===== src/rtl/rfarb_pkg.sv =====
// Shared constants and the holding-slot entry type for the register-file write arbiter.
package rfarb_pkg;
  localparam int NUM_REQ  = 3;
  localparam int REQ_JAL  = 0;
  localparam int REQ_LOAD = 1;
  localparam int REQ_ALU  = 2;

  localparam int REG_W  = 5;
  localparam int DATA_W = 32;
  localparam int AGE_W  = 2;

  localparam logic [REG_W-1:0] REG_ZERO = 5'd0;

  typedef struct packed {
    logic              valid;
    logic [REG_W-1:0]  dst;
    logic [DATA_W-1:0] data;
    logic [AGE_W-1:0]  age;
  } slot_t;
endpackage


===== src/rtl/rfarb_slot.sv =====
// One requester holding slot: load on handshake, free on grant, optional wait-age counter.
// Aging is built only when RFARB_AGE_EN is defined.
module rfarb_slot
  import rfarb_pkg::*;
#(
  parameter int AGE_LIMIT = 3
) (
  input  logic              clk,
  input  logic              rst,
  input  logic              load,
  input  logic              grant,
  input  logic [REG_W-1:0]  load_reg,
  input  logic [DATA_W-1:0] load_data,
  output slot_t             entry,
  output logic              aged
);
  logic              occ_q, occ_d;
  logic [REG_W-1:0]  dst_q, dst_d;
  logic [DATA_W-1:0] data_q, data_d;

  // A reload in the same edge as a grant keeps the slot occupied with the new entry.
  always_comb begin
    occ_d  = occ_q;
    dst_d  = dst_q;
    data_d = data_q;
    if (load) begin
      occ_d  = 1'b1;
      dst_d  = load_reg;
      data_d = load_data;
    end else if (grant) begin
      occ_d = 1'b0;
    end
  end

  always_ff @(posedge clk) begin
    if (rst) occ_q <= 1'b0;
    else     occ_q <= occ_d;
  end

  always_ff @(posedge clk) begin
    dst_q  <= dst_d;
    data_q <= data_d;
  end

`ifdef RFARB_AGE_EN
  localparam logic [AGE_W-1:0] AGE_SAT = AGE_W'(AGE_LIMIT);

  logic [AGE_W-1:0] age_q, age_d;

  always_comb begin
    age_d = age_q;
    if (load || grant || !occ_q) age_d = '0;
    else if (age_q != AGE_SAT)   age_d = age_q + 1'b1;
  end

  always_ff @(posedge clk) begin
    if (rst) age_q <= '0;
    else     age_q <= age_d;
  end

  assign aged = occ_q && (age_q == AGE_SAT);
`else
  logic [AGE_W-1:0] age_q;
  assign age_q = '0;
  assign aged  = 1'b0;
`endif

  always_comb begin
    entry.valid = occ_q;
    entry.dst   = dst_q;
    entry.data  = data_q;
    entry.age   = age_q;
  end
endmodule


===== src/rtl/regfile_write_arbiter.sv =====
// Arbitrates JAL/load/ALU writebacks into one registered register-file write port.
// Age-based starvation override is enabled with the RFARB_AGE_EN macro.
module regfile_write_arbiter
  import rfarb_pkg::*;
#(
  parameter int AGE_LIMIT = 3
) (
  input  logic                        clk,
  input  logic                        rst,
  input  logic [NUM_REQ-1:0]          req_valid,
  output logic [NUM_REQ-1:0]          req_ready,
  input  logic [NUM_REQ*REG_W-1:0]    req_reg,
  input  logic [NUM_REQ*DATA_W-1:0]   req_data,
  output logic                        wr_en,
  output logic [REG_W-1:0]            wr_reg,
  output logic [DATA_W-1:0]           wr_data,
  output logic [31:0]                 pending,
  output logic                        idle
);
  slot_t              entry [NUM_REQ];
  logic [NUM_REQ-1:0] occ, aged, grant, load;

  logic              wr_en_q, wr_en_d;
  logic [REG_W-1:0]  wr_reg_q, wr_reg_d;
  logic [DATA_W-1:0] wr_data_q, wr_data_d;

  assign req_ready = rst ? '0 : (~occ | grant);
  assign load      = req_valid & req_ready;

  for (genvar i = 0; i < NUM_REQ; i++) begin : g_slot
    rfarb_slot #(.AGE_LIMIT(AGE_LIMIT)) u_slot (
      .clk       (clk),
      .rst       (rst),
      .load      (load[i]),
      .grant     (grant[i]),
      .load_reg  (req_reg[REG_W*i +: REG_W]),
      .load_data (req_data[DATA_W*i +: DATA_W]),
      .entry     (entry[i]),
      .aged      (aged[i])
    );
    assign occ[i] = entry[i].valid;
  end

  // Aged slots win first (never set without aging), then fixed priority 0 > 1 > 2.
  always_comb begin
    logic found;
    grant = '0;
    found = 1'b0;
    for (int i = 0; i < NUM_REQ; i++) begin
      if (!found && aged[i]) begin
        grant[i] = 1'b1;
        found    = 1'b1;
      end
    end
    for (int i = 0; i < NUM_REQ; i++) begin
      if (!found && occ[i]) begin
        grant[i] = 1'b1;
        found    = 1'b1;
      end
    end
  end

  always_comb begin
    wr_en_d   = 1'b0;
    wr_reg_d  = wr_reg_q;
    wr_data_d = wr_data_q;
    for (int i = 0; i < NUM_REQ; i++) begin
      if (grant[i]) begin
        wr_en_d   = (entry[i].dst != REG_ZERO);
        wr_reg_d  = entry[i].dst;
        wr_data_d = entry[i].data;
      end
    end
  end

  always_ff @(posedge clk) begin
    if (rst) begin
      wr_en_q   <= 1'b0;
      wr_reg_q  <= '0;
      wr_data_q <= '0;
    end else begin
      wr_en_q   <= wr_en_d;
      wr_reg_q  <= wr_reg_d;
      wr_data_q <= wr_data_d;
    end
  end

  // Register 0 is hard-wired, so it is never reported as in flight.
  always_comb begin
    pending = '0;
    for (int i = 0; i < NUM_REQ; i++) begin
      if (entry[i].valid) pending[entry[i].dst] = 1'b1;
    end
    if (wr_en_q) pending[wr_reg_q] = 1'b1;
    pending[0] = 1'b0;
  end

  assign wr_en   = wr_en_q;
  assign wr_reg  = wr_reg_q;
  assign wr_data = wr_data_q;
  assign idle    = ~|occ && !wr_en_q;
endmodule


===== config.mk =====
export PLATFORM = sky130hd
export DESIGN_NAME = regfile_write_arbiter
export DESIGN_NICKNAME = d
export VERILOG_FILES = /design/src/rtl/rfarb_pkg.sv /design/src/rtl/rfarb_slot.sv /design/src/rtl/regfile_write_arbiter.sv
export SDC_FILE = /design/constraint.sdc
export NUM_CORES = 1
export LEC_CHECK = 0
export ABC_AREA = 1
export ABC_CLOCK_PERIOD_IN_PS = 6250
export CORE_MARGIN = 5
export CORE_UTILIZATION = 49
export CTS_CLUSTER_SIZE = 20
export DETAILED_ROUTE_END_ITERATION = 8
export PLACE_DENSITY = 0.81
export SLEW_MARGIN = 10
export SYNTH_ARGS = -nofsm -noshare
export SYNTH_HDL_FRONTEND = slang
export SYNTH_SLANG_ARGS = --single-unit

===== constraint.sdc =====
create_clock -name clk -period 6.25 [get_ports clk]
set_input_delay 1.25 -clock clk [delete_from_list [all_inputs] [get_ports clk]]
set_output_delay 1.25 -clock clk [all_outputs]
set_load 0.01 [all_outputs]

==> flow_summary_export.csv, run 1 <==
group,metric,value,unit
clock_tree,clkSlewWorstSetupHoldPaths,0.06,ns
drt,route.met3.wl,2252,microns
clock_tree,clock_latency,0.42,ns
global_routing,grt_max_degree,44,
sta,maxSlewViolCount,0,
global_routing,overflow,0,
setup_path,path_class,"flop to primary output",
clock_tree,cts_root_buf,"clkbuf_16",
setup_path,r2r_start,"g_slot[1].u_slot.occ_q",
sta,skew,0.007460,ns
finish,layout_common_cells,"187 x clkdlybuf4s50_1, 167 x nand2_1, 123 x nand3_1",
clock_tree,cts_tree,"yes",
power,ir_drop,0.1817,mV
floorplan,die_y,129.1,microns
yosys,yosys.area_share.xor_xnor,0,
sta,timing.final.ws_setup,1.887,ns
yosys,synth_top_family_by_area,"simple AND/OR/NAND/NOR gates",
finish,layout-drive-gt1-share,0.04942,
sta,period_needed,4.363,ns
sta,hold_viol_final,0,
clock_tree,cts_resized,0,
finish,largest_reg_flops,96,
hold_path,hold_path_depth,2,
hold_path,hold_end,"wr_data[31]",
drt,antenna_left,0,
sta,max_freq,0.2292,GHz
finish,top_register,"g_slot.u_slot.data_q",
sta,finalCritPeriodShare,0.6981,
setup_path,crit_path_end_kind,"primary output",
sta,tightest_slew,1.235,ns
floorplan,dieArea,16660,sq um
yosys,netlist_area,6947,sq um
yosys,synth_fa_ha_area_frac,0,
sta,relSlewSlack,0.1703,
yosys,ys_seq_area_frac,0.5980,
drt,viasPerCell,5.508,
sta,tns,0,ns
setup_path,ff2ff_setup_slack,3.24,ns
floorplan,io_pins,190,
sta,setup_viol,0,
power,leakagePower,3.775,nW
yosys,synth_compound_area_frac,0.08537,
drt,m1WireLength,8019,microns
yosys,syn_nets,882,
job,drv_cap,0,
clock_tree,clockBufferDepth,2,
clock_tree,post_cts_buffers,0,
yosys,synth.area.mux_share,0,
yosys,synth_simple_gate_area_frac,0.2360,
floorplan,core_area,13880,sq um
place,routabilityCongestion,0.9908,
clock_tree,cts-htree-levels,4,
finish,final_util,0.6804,
yosys,ys_ff_latch,152,
setup_path,required,5.00,ns
drt,routed.top_layer,"met4",
power,switching_power,0.6209,mW
clock_tree,cts_sinks,152,
finish,layout_commonest_cell,"clkdlybuf4s50_1",
drt,routed-wl-met2,11060,microns
setup_path,worstPathMaxFanout,43,
setup_path,worstRegToRegCells,4,
outcome,status,"finished, final reports clean",
drt,drc,0,
setup_path,r2r_end,"g_slot[2].u_slot.data_q[31]",
power,cellInternalPower,1.936,mW
sta,rsz0062_at_grt,"no",
floorplan,fp-row-count,43,
place,hpwl,14870,microns
place,io_buffers,188,
drt,wl,21860,microns
setup_path,cp.arrival,3.11,ns
yosys,ys.warnings.count,0,
yosys,netlist_instances,766,
power,powerDensity,270.8,nW/um^2
finish,num_antenna_cells,0,
yosys,synthDistinctLibCells,25,
finish,area_growth_syn_to_layout,35.95,%
hold_path,worstHoldStart,"wr_data[31]",
clock_tree,cts_buffers,17,
hold_path,hold_class,"flop to flop",
drt,firstDrtPassIters,5,
global_routing,grt_use_total,0.2624,
power,power,2.557,mW
power,p_sw_frac,0.2428,
drt,dr.first_iter.drc_count,590,
global_routing,grt_pass1_vias,6074,
finish,nets,1054,
global_routing,grt_pass1_wl,33030,microns
global_routing,antenna_found_initial,0,
place,pre_cts_ws,2.428,ns
yosys,syn_avg_cell_area,9.069,sq um
power,power_frac_seq,0.467,
clock_tree,hold_buffers,0,
floorplan,die_w,129.1,microns
drt,vias,6229,
setup_path,start_kind,"flop",
floorplan,start_util,0.5005,
power,p_clk_frac,0.402,
drt,wl_per_cell,19.33,microns
power,combPwrFrac,0.131,
## through the flow
step                      cells  area [sq um]  hold WS [ns]
final                      1131          9444        0.4632
after global routing       1131          9444        0.4908
after CTS                  1131          9438        0.4651
after detailed placement   1099          8847        0.4561
after global placement     1099          8847        0.4514
after floorplan             766          6947        0.4874
## Yosys cell counts
master    instances  share of area
nor3_4            1         0.0023
o21ai_0          28          0.020
inv_1            76          0.041
edfxtp_1        111           0.48
buf_4            10          0.011
o211ai_1          1         0.0011
dfxtp_1          41           0.12
buf_2             8         0.0058
inv_2             2         0.0011
nor3_2            2         0.0029
conb_1            1        0.00054
nand3_1         123          0.089
a21oi_1          80          0.058
inv_4             1        0.00090
nor2_8            1         0.0029
buf_6             8          0.013
nor3b_1           1         0.0011
nor3_1           15          0.011
nand2_2           2         0.0018
o21ai_1           9         0.0065
buf_1             2         0.0011
clkbuf_1         12         0.0065
nand2_1         167          0.090
nand4_1           2         0.0018
nor2_1           62          0.034
## area by class of cell
class                   count  area (sq um)
clock buffers              20         436.7
inverters                  79         299.0
well taps                 180         225.2
multi-input cells         495          2260
flip-flops and latches    152          4155
fillers                  1047          4437
repair buffers            193          1914
clock inverters            12         153.9
## power by group through the flow
stage	Sequential [mW]	Clock [mW]	Combinational (mW)
2_1_floorplan	1.21	0	0.156
5_1_grt	1.20	1.07	0.363
3_3_place_gp	1.21	0	0.322
6_report	1.19	1.03	0.336
4_1_cts	1.19	1.03	0.335
3_5_place_dp	1.21	0	0.330
## kinds of logic (layout without fill, tap and decap cells)
| logic type | Yosys count | after routing |
|---|---|---|
| AND/OR/NAND/NOR | 376 | 376 |
| AO/OA/AOI/OAI | 118 | 118 |
| buffers and inverters | 119 | 304 |
| other | 1 | 1 |
| flip-flops | 152 | 152 |
## per-layer routing
metal / up-vias / GRT usage
met5: - / 0
met4: 0 / 0.09265
met3: 53 / 0.08326
met2: 373 / 0.4561
met1: 2873 / 0.3064
li1: 2930 / -
## how the worst max path moves through the flow
stage,from,to,slack (ns),cells past startpoint
detailed placement,g_slot[1].u_slot.occ_q,pending[19],2.43,5
floorplan,rst,g_slot[2].u_slot.data_q[0],1.54,2
global route,g_slot[1].u_slot.occ_q,pending[11],1.80,5
finish,g_slot[1].u_slot.occ_q,pending[19],1.89,5
global placement,g_slot[1].u_slot.occ_q,pending[23],2.51,5
CTS,g_slot[1].u_slot.occ_q,pending[19],1.96,5
## worst max-delay path, stage by stage, from the launching register on
cell             delay [ns]
dfxtp_2                1.00
inv_1                  0.19
nor3_2                 0.69
a21oi_1                0.16
nand3_1                0.11
clkdlybuf4s50_1        0.53
Power figures use the tool's default switching activity.
==> run 2, diff against run 1 <==
--- a/config.mk
+++ b/config.mk
@@ -6,7 +6,7 @@
 export NUM_CORES = 1
 export LEC_CHECK = 0
 export ABC_AREA = 1
-export ABC_CLOCK_PERIOD_IN_PS = 6250
+export ABC_CLOCK_PERIOD_IN_PS = 4200
 export CORE_MARGIN = 5
 export CORE_UTILIZATION = 49
 export CTS_CLUSTER_SIZE = 20
==> constraint.sdc (replaced) <==
create_clock -name clk -period 4.2 [get_ports clk]
set_input_delay 0.84 -clock clk [delete_from_list [all_inputs] [get_ports clk]]
set_output_delay 0.84 -clock clk [all_outputs]
set_load 0.01 [all_outputs]
==> flow_summary_export.csv, run 2 (synthesis results as in run 1) <==
group,metric,value,unit
floorplan,core_area,13880,sq um
sta,tightest_slew,0.9696,ns
sta,relSlewSlack,0.3521,
setup_path,start_kind,"flop",
clock_tree,cts_tree,"yes",
sta,max_freq,0.2977,GHz
setup_path,startpoint,"g_slot[2].u_slot.occ_q",
clock_tree,post_cts_buffers,0,
place,routabilityCongestion,1.025,
drt,firstDrtPassIters,7,
finish,final_cells,1137,
drt,antenna_left,0,
place,hpwl,14830,microns
sta,skew,0.008617,ns
global_routing,grt_use_total,0.2609,
hold_path,hold_class,"flop to flop",
floorplan,die_w,129.1,microns
sta,tns,0,ns
finish,final_util,0.6844,
finish,fill_cells,1077,
setup_path,r2r_end,"wr_data[19]",
drt,vias,6277,
global_routing,grt_pass1_wl,33040,microns
global_routing,overflow,0,
drt,wl_per_cell,18.80,microns
floorplan,die_y,129.1,microns
finish,num_antenna_cells,0,
floorplan,io_pins,190,
drt,wl,21380,microns
finish,layout_common_cells,"187 x clkdlybuf4s50_1, 167 x nand2_1, 123 x nand3_1",
setup_path,cp.arrival,2.52,ns
floorplan,fp-row-count,43,
setup_path,crit_chain,"inv_2, nor3_4, nand4_1, nand3_1, clkdlybuf4s50_1",
finish,layout_commonest_cell,"clkdlybuf4s50_1",
sta,hold_viol_final,0,
sta,maxSlewViolCount,0,
power,powerDensity,403.0,nW/um^2
finish,layout-drive-gt1-share,0.05643,
clock_tree,clkSlewWorstSetupHoldPaths,0.06,ns
clock_tree,cts_sinks,152,
global_routing,grt_pass1_vias,6289,
finish,nets,1060,
setup_path,worstPathMaxFanout,39,
place,dpl.cell_count,1105,
job,drv_cap,0,
drt,dr.first_iter.drc_count,588,
setup_path,path_class,"flop to primary output",
place,io_buffers,188,
global_routing,grt_max_degree,42,
power,ir_drop,0.3038,mV
drt,drc,0,
setup_path,ff2ff_setup_slack,1.55,ns
sta,setup_viol,0,
clock_tree,cts-htree-levels,4,
finish,area_growth_syn_to_layout,36.76,%
global_routing,antenna_found_initial,0,
sta,finalCritPeriodShare,0.7997,
floorplan,start_util,0.5005,
floorplan,dieArea,16660,sq um
clock_tree,cts_resized,0,
finish,top_register,"g_slot.u_slot.data_q",
outcome,status,"finished, final reports clean",
clock_tree,cts_root_buf,"clkbuf_16",
clock_tree,cts_buffers,17,
sta,rsz0062_at_grt,"no",
setup_path,critPathMaxStageDelay,0.56,ns
clock_tree,hold_buffers,0,
sta,timing.final.ws_setup,0.8413,ns
place,dpl_cell_area,8899,sq um
clock_tree,clock_latency,0.42,ns
sta,fin_hold_ws,0.4648,ns
sta,period_needed,3.359,ns
clock_tree,clockBufferDepth,2,
setup_path,r2r_start,"g_slot[1].u_slot.occ_q",
finish,post-route-cell-area,9500,sq um
setup_path,worstRegToRegCells,7,
setup_path,crit_path_end_kind,"primary output",
power,leakagePower,3.812,nW
drt,viasPerCell,5.521,
place,pre_cts_ws,1.303,ns
power,power,3.828,mW
setup_path,required,3.36,ns
setup_path,critPathSlowestCell,"clkdlybuf4s50_1",
setup_path,critPathCapture,"pending[20]",
finish,largest_reg_flops,96,
-- run 2: cell count changes in the layout (fill, tap and decap cells not counted) --
cell      before  now
buf_4          5   11
clkbuf_1       3    1
clkinv_1       1    2
clkinv_2       2    1
clkinv_4       3    2
inv_6          1    3
inv_8          0    1
-- run 2: worst min-delay path by stage --
stage	depth (start not counted)	endpoint	startpoint	slack, ns
2_1_floorplan	2	wr_data[20]	wr_data[20]	0.49
6_report	2	wr_data[16]	wr_data[16]	0.46
3_3_place_gp	2	wr_data[16]	wr_data[16]	0.45
5_1_grt	2	wr_data[17]	wr_data[17]	0.48
3_5_place_dp	2	wr_data[24]	wr_data[24]	0.46
4_1_cts	2	wr_data[14]	wr_data[14]	0.46
-- run 2: critical path, delay by kind of cell (launching register included) --
family	cells	cell delay (ns)
AND/OR/NAND/NOR	3	0.70
flip-flops	1	0.47
buffers and inverters	2	0.93
-- run 2: layout make-up --
cell class	instances	area [sq um]	area share
flip-flops and latches	152	4155	0.4374
multi-input cells	495	2260	0.2379
repair buffers	199	1959	0.2062
clock buffers	18	429.2	0.04517
inverters	79	299.0	0.03148
well taps	180	225.2	0.02371
clock inverters	14	172.7	0.01817
-- run 2: power by group --
part / leakage (nW) / internal (mW) / total (mW) / switching [mW]
sequential: 1.38 / 1.71 / 1.77 / 0.0594
clock: 0.288 / 0.939 / 1.55 / 0.611
combinational: 2.15 / 0.240 / 0.508 / 0.267
total: 3.81 / 2.89 / 3.83 / 0.938
-- run 2: metal layers --
metal	GRT usage	up-vias	part of all wire
met5	0	-	0
met4	0.1186	0	0.039
li1	-	2935	-
met3	0.07749	57	0.10
met2	0.4427	385	0.48
met1	0.3063	2900	0.37
